==> config.mk <==
export PLATFORM = sky130hd
export DESIGN_NAME = sort4_rr_arbiter
export DESIGN_NICKNAME = d
export VERILOG_FILES = /design/src/rtl/sort4_rr_arbiter.sv
export SDC_FILE = /design/constraint.sdc
export NUM_CORES = 1
export LEC_CHECK = 0
export BUFFER_PORTS_ARGS = -buffer_cell sky130_fd_sc_hd__buf_4
export CAP_MARGIN = 30
export CELL_PAD_IN_SITES_DETAIL_PLACEMENT = 1
export CELL_PAD_IN_SITES_GLOBAL_PLACEMENT = 1
export CORE_ASPECT_RATIO = 1.2
export CORE_MARGIN = 2
export CORE_UTILIZATION = 33
export DETAILED_ROUTE_END_ITERATION = 16
export PLACE_DENSITY = 0.84
export SETUP_SLACK_MARGIN = 0.5
export SLEW_MARGIN = 10
export SYNTH_ARGS = -nofsm -noshare
export SYNTH_HDL_FRONTEND = slang
export SYNTH_SLANG_ARGS = --single-unit
==> constraint.sdc <==
create_clock -name clk -period 2.2 [get_ports clk]
set_input_delay 0.44 -clock clk [delete_from_list [all_inputs] [get_ports clk]]
set_output_delay 0.44 -clock clk [all_outputs]
set_load 0.005 [all_outputs]
==> src/rtl/sort4_rr_arbiter.sv <==
// sort4_rr_arbiter: round-robin share of one 4-element sort engine (req/ack in, start/done to engine, id-tagged valid/ready result out, done watchdog)
module sort4_rr_arbiter #(
  parameter int NREQ = 4,
  parameter int TIMEOUT = 15,
  localparam int IDW = $clog2(NREQ)
) (
  input  logic              clk,
  input  logic              rst_n,
  input  logic [NREQ-1:0]   req,
  input  logic [NREQ*32-1:0] req_data,
  output logic [NREQ-1:0]   ack,
  output logic              rsp_valid,
  input  logic              rsp_ready,
  output logic [IDW-1:0]    rsp_id,
  output logic [31:0]       rsp_data,
  output logic              rsp_err,
  output logic              busy,
  output logic              eng_start,
  output logic [7:0]        eng_i0,
  output logic [7:0]        eng_i1,
  output logic [7:0]        eng_i2,
  output logic [7:0]        eng_i3,
  input  logic [7:0]        eng_R0,
  input  logic [7:0]        eng_R1,
  input  logic [7:0]        eng_R2,
  input  logic [7:0]        eng_R3,
  input  logic              eng_done
);
  localparam int CW = $clog2(TIMEOUT + 1);
  typedef enum logic [1:0] {IDLE, LAUNCH, WAIT, RESP} state_t;
  state_t state, state_d;
  logic [IDW-1:0] ptr, ptr_d, g, g_hi, g_lo, id_d;
  logic [CW-1:0] cnt, cnt_d;
  logic [31:0] ops, ops_d, data_d;
  logic hit, hi_hit, valid_d, err_d, start_d;
  logic [NREQ-1:0] ack_d;
  assign {eng_i3, eng_i2, eng_i1, eng_i0} = ops;
  always_comb begin
    hit = |req;
    hi_hit = 1'b0;
    g_hi = '0;
    g_lo = '0;
    for (int i = NREQ - 1; i >= 0; i--) begin
      if (req[i]) g_lo = IDW'(i);
      if (req[i] && i >= int'(ptr)) begin
        hi_hit = 1'b1;
        g_hi = IDW'(i);
      end
    end
    g = hi_hit ? g_hi : g_lo;
  end
  always_comb begin
    state_d = state;
    ptr_d = ptr;
    cnt_d = cnt;
    ops_d = ops;
    id_d = rsp_id;
    data_d = rsp_data;
    valid_d = rsp_valid;
    err_d = rsp_err;
    ack_d = '0;
    start_d = 1'b0;
    case (state)
      IDLE: if (hit) begin
        state_d = LAUNCH;
        ack_d = NREQ'(1) << g;
        start_d = 1'b1;
        ops_d = req_data[32*g +: 32];
        id_d = g;
        ptr_d = (g == IDW'(NREQ - 1)) ? '0 : g + 1'b1;
      end
      LAUNCH: begin
        state_d = WAIT;
        cnt_d = '0;
      end
      WAIT: begin
        cnt_d = cnt + 1'b1;
        if (eng_done || cnt == CW'(TIMEOUT - 1)) begin
          state_d = RESP;
          valid_d = 1'b1;
          err_d = !eng_done;
          data_d = eng_done ? {eng_R3, eng_R2, eng_R1, eng_R0} : ops;
        end
      end
      RESP: if (rsp_ready) begin
        state_d = IDLE;
        valid_d = 1'b0;
        err_d = 1'b0;
      end
    endcase
  end
  always_ff @(posedge clk or negedge rst_n) begin
    if (!rst_n) begin
      state <= IDLE;
      ptr <= '0;
      cnt <= '0;
      ops <= '0;
      ack <= '0;
      eng_start <= 1'b0;
      rsp_valid <= 1'b0;
      rsp_id <= '0;
      rsp_data <= '0;
      rsp_err <= 1'b0;
      busy <= 1'b0;
    end else begin
      state <= state_d;
      ptr <= ptr_d;
      cnt <= cnt_d;
      ops <= ops_d;
      ack <= ack_d;
      eng_start <= start_d;
      rsp_valid <= valid_d;
      rsp_id <= id_d;
      rsp_data <= data_d;
      rsp_err <= err_d;
      busy <= state_d != IDLE;
    end
  end
endmodule

==> results of run 1 <==
[cell families after synthesis]
| kind of cell | share of synthesized area |
|---|---|
| simple gates | 0.149 |
| flops | 0.430 |
| fa+ha+maj | 0.0157 |
| compound gates | 0.215 |
| buf+inv | 0.0511 |
| mux | 0.138 |
[routing by layer]
metal / vias up / track usage / part of all wire
li1: 2266 / - / -
met1: 2614 / 0.321 / 0.37
met2: 224 / 0.517 / 0.53
met3: 78 / 0.0443 / 0.048
met4: 0 / 0.144 / 0.054
met5: - / 0 / 0
[path summary, 6_finish.rpt]
| kind | startpoint | endpoint | slack, ns | cells past startpoint |
|---|---|---|---|---|
| max | ptr[1] | ops[15] | 0.27 | 9 |
| min | rst_n | ops[1] | 0.06 | 1 |
| max reg2reg | ptr[1] | ops[15] | 0.27 | 9 |
| min reg2reg | rsp_data[13] | rsp_data[13] | 0.49 | 2 |
| max in group asynchronous | rst_n | rsp_data[12] | 1.47 | 2 |
| min in group clk | rsp_ready | rsp_valid | 0.39 | 3 |
[through the flow]
step	hold slack [ns]	power [W]	TNS (ns)	std cells
2_1_floorplan	0.144	0.00539	0	483
5_1_grt	0.0974	0.0119	0	935
6_report	0.0614	0.0114	0	935
4_1_cts	0.0790	0.0107	0	922
3_5_place_dp	0.448	0.00767	-0.251	880
3_3_place_gp	0.441	0.00731	-4.56	879
[repair_timing]
action                                  4_1_cts  5_1_grt
resized for setup                            67       26
setup buffers                                16        9
endpoints found under the setup margin       43       74
pin swaps                                    32       12
gates cloned                                 10        4
[power breakdown]
| group | internal (W) | total (W) | switching [W] |
|---|---|---|---|
| Sequential | 0.00224 | 0.00285 | 0.000616 |
| Clock | 0.00100 | 0.00166 | 0.000664 |
| Combinational | 0.00354 | 0.00686 | 0.00332 |
[state kept, by name, indices dropped and copies added (netlist names)]
register   count
rsp_id         2
state          2
busy           1
rsp_valid      1
ops           32
cnt            4
ack            4
rsp_err        1
rsp_data      32
ptr            2
eng_start      1
[layout by cell type, fill, tap and decap left out, types with 9 or more instances in the layout]
cell / n
clkbuf_16: 13
o21ai_0: 35
buf_12: 11
a211oi_4: 11
nor2_1: 35
buf_16: 9
nor3_1: 32
a211oi_2: 49
dfrtp_1: 81
mux2i_1: 51
nand2_1: 73
buf_4: 269
mux2i_2: 11
[area by class of cell]
| class | instances | share of cell area |
|---|---|---|
| Multi-Input combinational cell | 352 | 0.352 |
| Sequential cell | 82 | 0.248 |
| Inverter | 10 | 0.00606 |
| Tap cell | 175 | 0.0265 |
| Clock inverter | 6 | 0.0111 |
| Timing Repair Buffer | 300 | 0.328 |
| Clock buffer | 10 | 0.0277 |
==> impl_metrics.csv, run 1 <==
group,metric,value,unit
clock_tree,cts_hold_buf,0,
sta,setup_slack,0.273,ns
routing,drt_pre_antenna_iters,4,
yosys,ys_types,40,
pwr,irDropWorstVdd,577,uV
routing,vias,5182,
place,pre_cts_ws,-0.0613,ns
yosys,syn_avg_cell_area,9.88,um2
routing,wl_per_cell,24.7,um
floorplan,core_area,14300,um2
final_layout,area_delta_synth_final,73.1,%
yosys,synth-seq-cells,82,
yosys,synthCells,483,
run_status,status,"finished clean",
yosys,synth_ff_type,"dfrtp_1",
final_layout,fin_util,0.578,
yosys,synth_top_cell_area_share,0.430,
sta,post-route-min-period,1.93,ns
sta,min_period_over_period,0.876,
setup_path,critical_path.max_fanout,9,
yosys,yosys_warnings,0,
sta,worst_pin_slew,0.531,ns
yosys,synthArstFlopShare,1.00,
routing,ant_nets,0,
clock_tree,root_buffer,"clkbuf_16",
place,gp_congestion,0.893,
floorplan,die_area,15400,um2
floorplan,pin_count,242,
place,place_area,6910,um2
global_route,grt_pass1_vias,5697,
floorplan,die_height,136,um
global_route,grt_max_degree,47,
setup_path,crit_buf_inv,4,
place,port_buffers,241,
clock_tree,clk_latency,0.35,ns
place,hpwl,14.7,mm
sta,drv_slew,0,
sta,slew_headroom,0.646,
final_layout,postLayoutCellArea,8260,um2
final_layout,seq_area,2050,um2
clock_tree,cts-htree-levels,3,
sta,grt_setup_unrepaired,"true",
sta,finalSetupViolCount,0,
final_layout,num_antenna_cells,0,
setup_path,cpPeakStageDelay,0.44,ns
routing,remaining_drc_errors,0,
final_layout,drive_gt1_frac,0.561,
floorplan,core.rowCount,48,
yosys,synth.area.top_cells,"dfrtp_1 43%, mux2i_1 14%, a211oi_2 12%",
yosys,synth_edf_count,0,
pwr,leakage,3.88,nW
clock_tree,cts_sinks,82,
yosys,yosysSeqAreaShare,0.430,
final_layout,fin_nets,929,
global_route,grt_pass1_wl,32.8,mm
final_layout,fillers,1575,
setup_path,required,2.42,ns
sta,fmax,519,MHz
routing,vias_per_cell,5.54,
yosys,yosysMostFrequentCell,"dfrtp_1",
pwr,p_per_area,1380,nW/um2
yosys,synthTopCellsByCount,"82 x dfrtp_1, 74 x nand2_1, 66 x mux2i_1",
floorplan,die_x,114,um
global_route,antenna_found_initial,0,
clock_tree,numCtsBuffers,9,
sta,fin_worst_skew,0.00727,ns
setup_path,crit_top_cell,"buf_4",
hold_path,hp-class,"in2async",
clock_tree,cts_tree,"done",
global_route,grtUsageTotal,0.284,
setup_path,end_kind,"register",
yosys,synth_largest_area_cell,"dfrtp_1",
routing,finalWirelength,23.1,mm
yosys,syn_nets,657,
sta,hold_violations,0,
setup_path,cp.arrival,2.15,ns
setup_path,crit_family,"compound AO/OA/AOI/OAI gates",
job,drv_cap,0,
routing,drt_iter0_markers,214,
global_route,grt_overflow,0,
final_layout,multi_input_area,2910,um2
setup_path,crit_chain,"buf_4 > nand3_2 > a21oi_2 > buf_4 > o31ai_4 > buf_4 > buf_12 > a211oi_2 > a211oi_2",
setup_path,worst_path_max_delay_cell,"dfrtp_2",
clock_tree,clockBufferDepth,2,
yosys,synth_area,4770,um2
clock_tree,path_clk_slew,0.07,ns
setup_path,crit_type,"reg2reg",
setup_path,startpoint_type,"register",
floorplan,initial_core_util,0.334,
Power figures use the tool's default switching activity.
==> run 2, diff against run 1 <==
--- a/config.mk
+++ b/config.mk
@@ -5,7 +5,7 @@
 export SDC_FILE = /design/constraint.sdc
 export NUM_CORES = 1
 export LEC_CHECK = 0
-export BUFFER_PORTS_ARGS = -buffer_cell sky130_fd_sc_hd__buf_4
+export BUFFER_PORTS_ARGS = -buffer_cell sky130_fd_sc_hd__buf_2
 export CAP_MARGIN = 30
 export CELL_PAD_IN_SITES_DETAIL_PLACEMENT = 1
 export CELL_PAD_IN_SITES_GLOBAL_PLACEMENT = 1
@@ -14,8 +14,7 @@
 export CORE_UTILIZATION = 33
 export DETAILED_ROUTE_END_ITERATION = 16
 export PLACE_DENSITY = 0.84
-export SETUP_SLACK_MARGIN = 0.5
-export SLEW_MARGIN = 10
+export SETUP_SLACK_MARGIN = 0.02
 export SYNTH_ARGS = -nofsm -noshare
 export SYNTH_HDL_FRONTEND = slang
 export SYNTH_SLANG_ARGS = --single-unit
==> impl_metrics.csv, run 2 (synthesized netlist as in run 1, its figures left out) <==
group,metric,value,unit
run_status,status,"finished clean",
setup_path,rrSetupSlack,0.18,ns
final_layout,fin_nets,888,
floorplan,core_area,14300,um2
global_route,grt_pass1_wl,27.9,mm
routing,remaining_drc_errors,0,
global_route,grtUsageTotal,0.236,
global_route,antenna_found_initial,2,
pwr,p_sw_frac,0.431,
clock_tree,cts_tree,"done",
place,place_area,6250,um2
final_layout,area_delta_synth_final,37.1,%
clock_tree,cts-htree-levels,3,
final_layout,multi_input_area,2510,um2
sta,hold_violations,0,
sta,fin_worst_skew,0.00726,ns
pwr,p_seq_frac,0.326,
sta,fin_tns_setup,0,ns
clock_tree,root_buffer,"clkbuf_16",
sta,slew_headroom,0.539,
setup_path,required,2.44,ns
clock_tree,cts_hold_buf,0,
pwr,p_per_area,1310,nW/um2
global_route,grt_pass1_vias,5240,
sta,post-route-min-period,2.02,ns
place,gp_congestion,0.913,
sta,fmax,496,MHz
sta,finalSetupViolCount,0,
final_layout,postLayoutCellArea,6540,um2
job,drv_cap,0,
routing,drt_pre_antenna_iters,4,
clock_tree,numCtsBuffers,9,
sta,grt_setup_unrepaired,"false",
floorplan,core.rowCount,48,
clock_tree,clk_latency,0.36,ns
setup_path,r2r_cells,6,
place,port_buffers,241,
setup_path,cp.arrival,2.25,ns
floorplan,die_x,114,um
clock_tree,path_clk_slew,0.07,ns
hold_path,hp-class,"in2async",
setup_path,timing.rr.start,"ptr[0]",
place,hpwl,14.0,mm
clock_tree,cts_sinks,82,
final_layout,reg_top3,"ops x32, rsp_data x32",
pwr,leakage,3.27,nW
floorplan,die_height,136,um
sta,worst_pin_slew,0.691,ns
setup_path,r2r_end,"ops[26]",
setup_path,critical_path.max_fanout,30,
setup_path,crit_type,"reg2reg",
global_route,grt_overflow,0,
final_layout,seq_area,2050,um2
pwr,power_switching,0.00368,W
sta,min_period_over_period,0.917,
final_layout,fillers,1722,
clock_tree,clockBufferDepth,2,
floorplan,pin_count,242,
routing,vias,4672,
routing,ant_nets,0,
routing,finalWirelength,17.9,mm
setup_path,startpoint_type,"register",
floorplan,die_area,15400,um2
sta,drv_slew,0,
pwr,p_comb_frac,0.500,
routing,drt_iter0_markers,130,
routing,wl_per_cell,20.0,um
pwr,irDropWorstVdd,672,uV
global_route,grt_max_degree,41,
final_layout,final_common_cell,"buf_2",
setup_path,end_kind,"register",
final_layout,layout_common_cells,"240 x buf_2, 81 x dfrtp_1, 74 x nand2_1",
pwr,internal-power,0.00486,W
floorplan,initial_core_util,0.334,
routing,vias_per_cell,5.21,
pwr,pwr-share-clk,0.174,
final_layout,drive_gt1_frac,0.466,
## run 2: changes by cell type in the layout (fill, tap and decap cells not counted), sizes merged, moves of 2 or more
cell and change:
inv +4, diode +3, clkbuf -5, buf -34
bufinv -2, clkinv -2, bufbuf -2
## run 2: worst max path at each step
stage | start | endpoint | slack (ns) | cells after the start
final | ptr[0] | ops[26] | 0.18 | 6
after global routing | ptr[1] | ops[26] | 0.05 | 6
after CTS | ptr[0] | ops[24] | 0.15 | 6
after detailed placement | req[1] | ops[24] | 0.007 | 8
after global placement | req[1] | ops[15] | 0.12 | 8
after floorplan | req[0] | ptr[1] | 0.32 | 9
## run 2: repair_timing
action,in CTS,in global routing
setup buffers,0,0
endpoints found under the setup margin,0,1
resized for setup,0,1
## run 2: power by group through the flow
stage | registers, W | clock network (W) | logic [W]
after floorplan | 0.00272 | 0 | 0.00256
after global placement | 0.00274 | 0 | 0.00407
after detailed placement | 0.00281 | 0 | 0.00430
after CTS | 0.00279 | 0.00152 | 0.00431
after global routing | 0.00288 | 0.00158 | 0.00471
final | 0.00278 | 0.00149 | 0.00427
## run 2: critical path: stages (launching register included)
cell	delay (ns)
dfrtp_2	0.43
nand2b_1	0.19
a21oi_4	0.07
or3_4	0.50
buf_12	0.22
mux2i_1	0.14
a211oi_1	0.32
## run 2: final cells by class
class	instances	share of cell area
inverter	10	0.00574
clock inverter	7	0.00918
clock buffer	9	0.0344
tap	175	0.0335
multi-input combinational	351	0.384
antenna	3	0.00115
sequential	82	0.314
timing repair buffer	260	0.218
## run 2: routing by layer
layer  vias up  part of all wire  global-route usage
met1      2267              0.41               0.286
met3        47             0.049              0.0488
met5         -                 0                   0
li1       2187                 -                   -
met4         0             0.038               0.115
met2       171              0.51               0.399
## run 2: through the flow
step,setup WS [ns],util,total power (W),hold WS (ns),cells
6_report,0.183,0.458,0.00854,0.00358,897
5_1_grt,0.0548,0.458,0.00918,0.0190,896
4_1_cts,0.151,0.457,0.00862,0.00941,894
3_5_place_dp,0.00676,0.437,0.00711,0.388,878
3_3_place_gp,0.124,0.437,0.00681,0.384,878
2_1_floorplan,0.315,-,0.00528,0.144,483
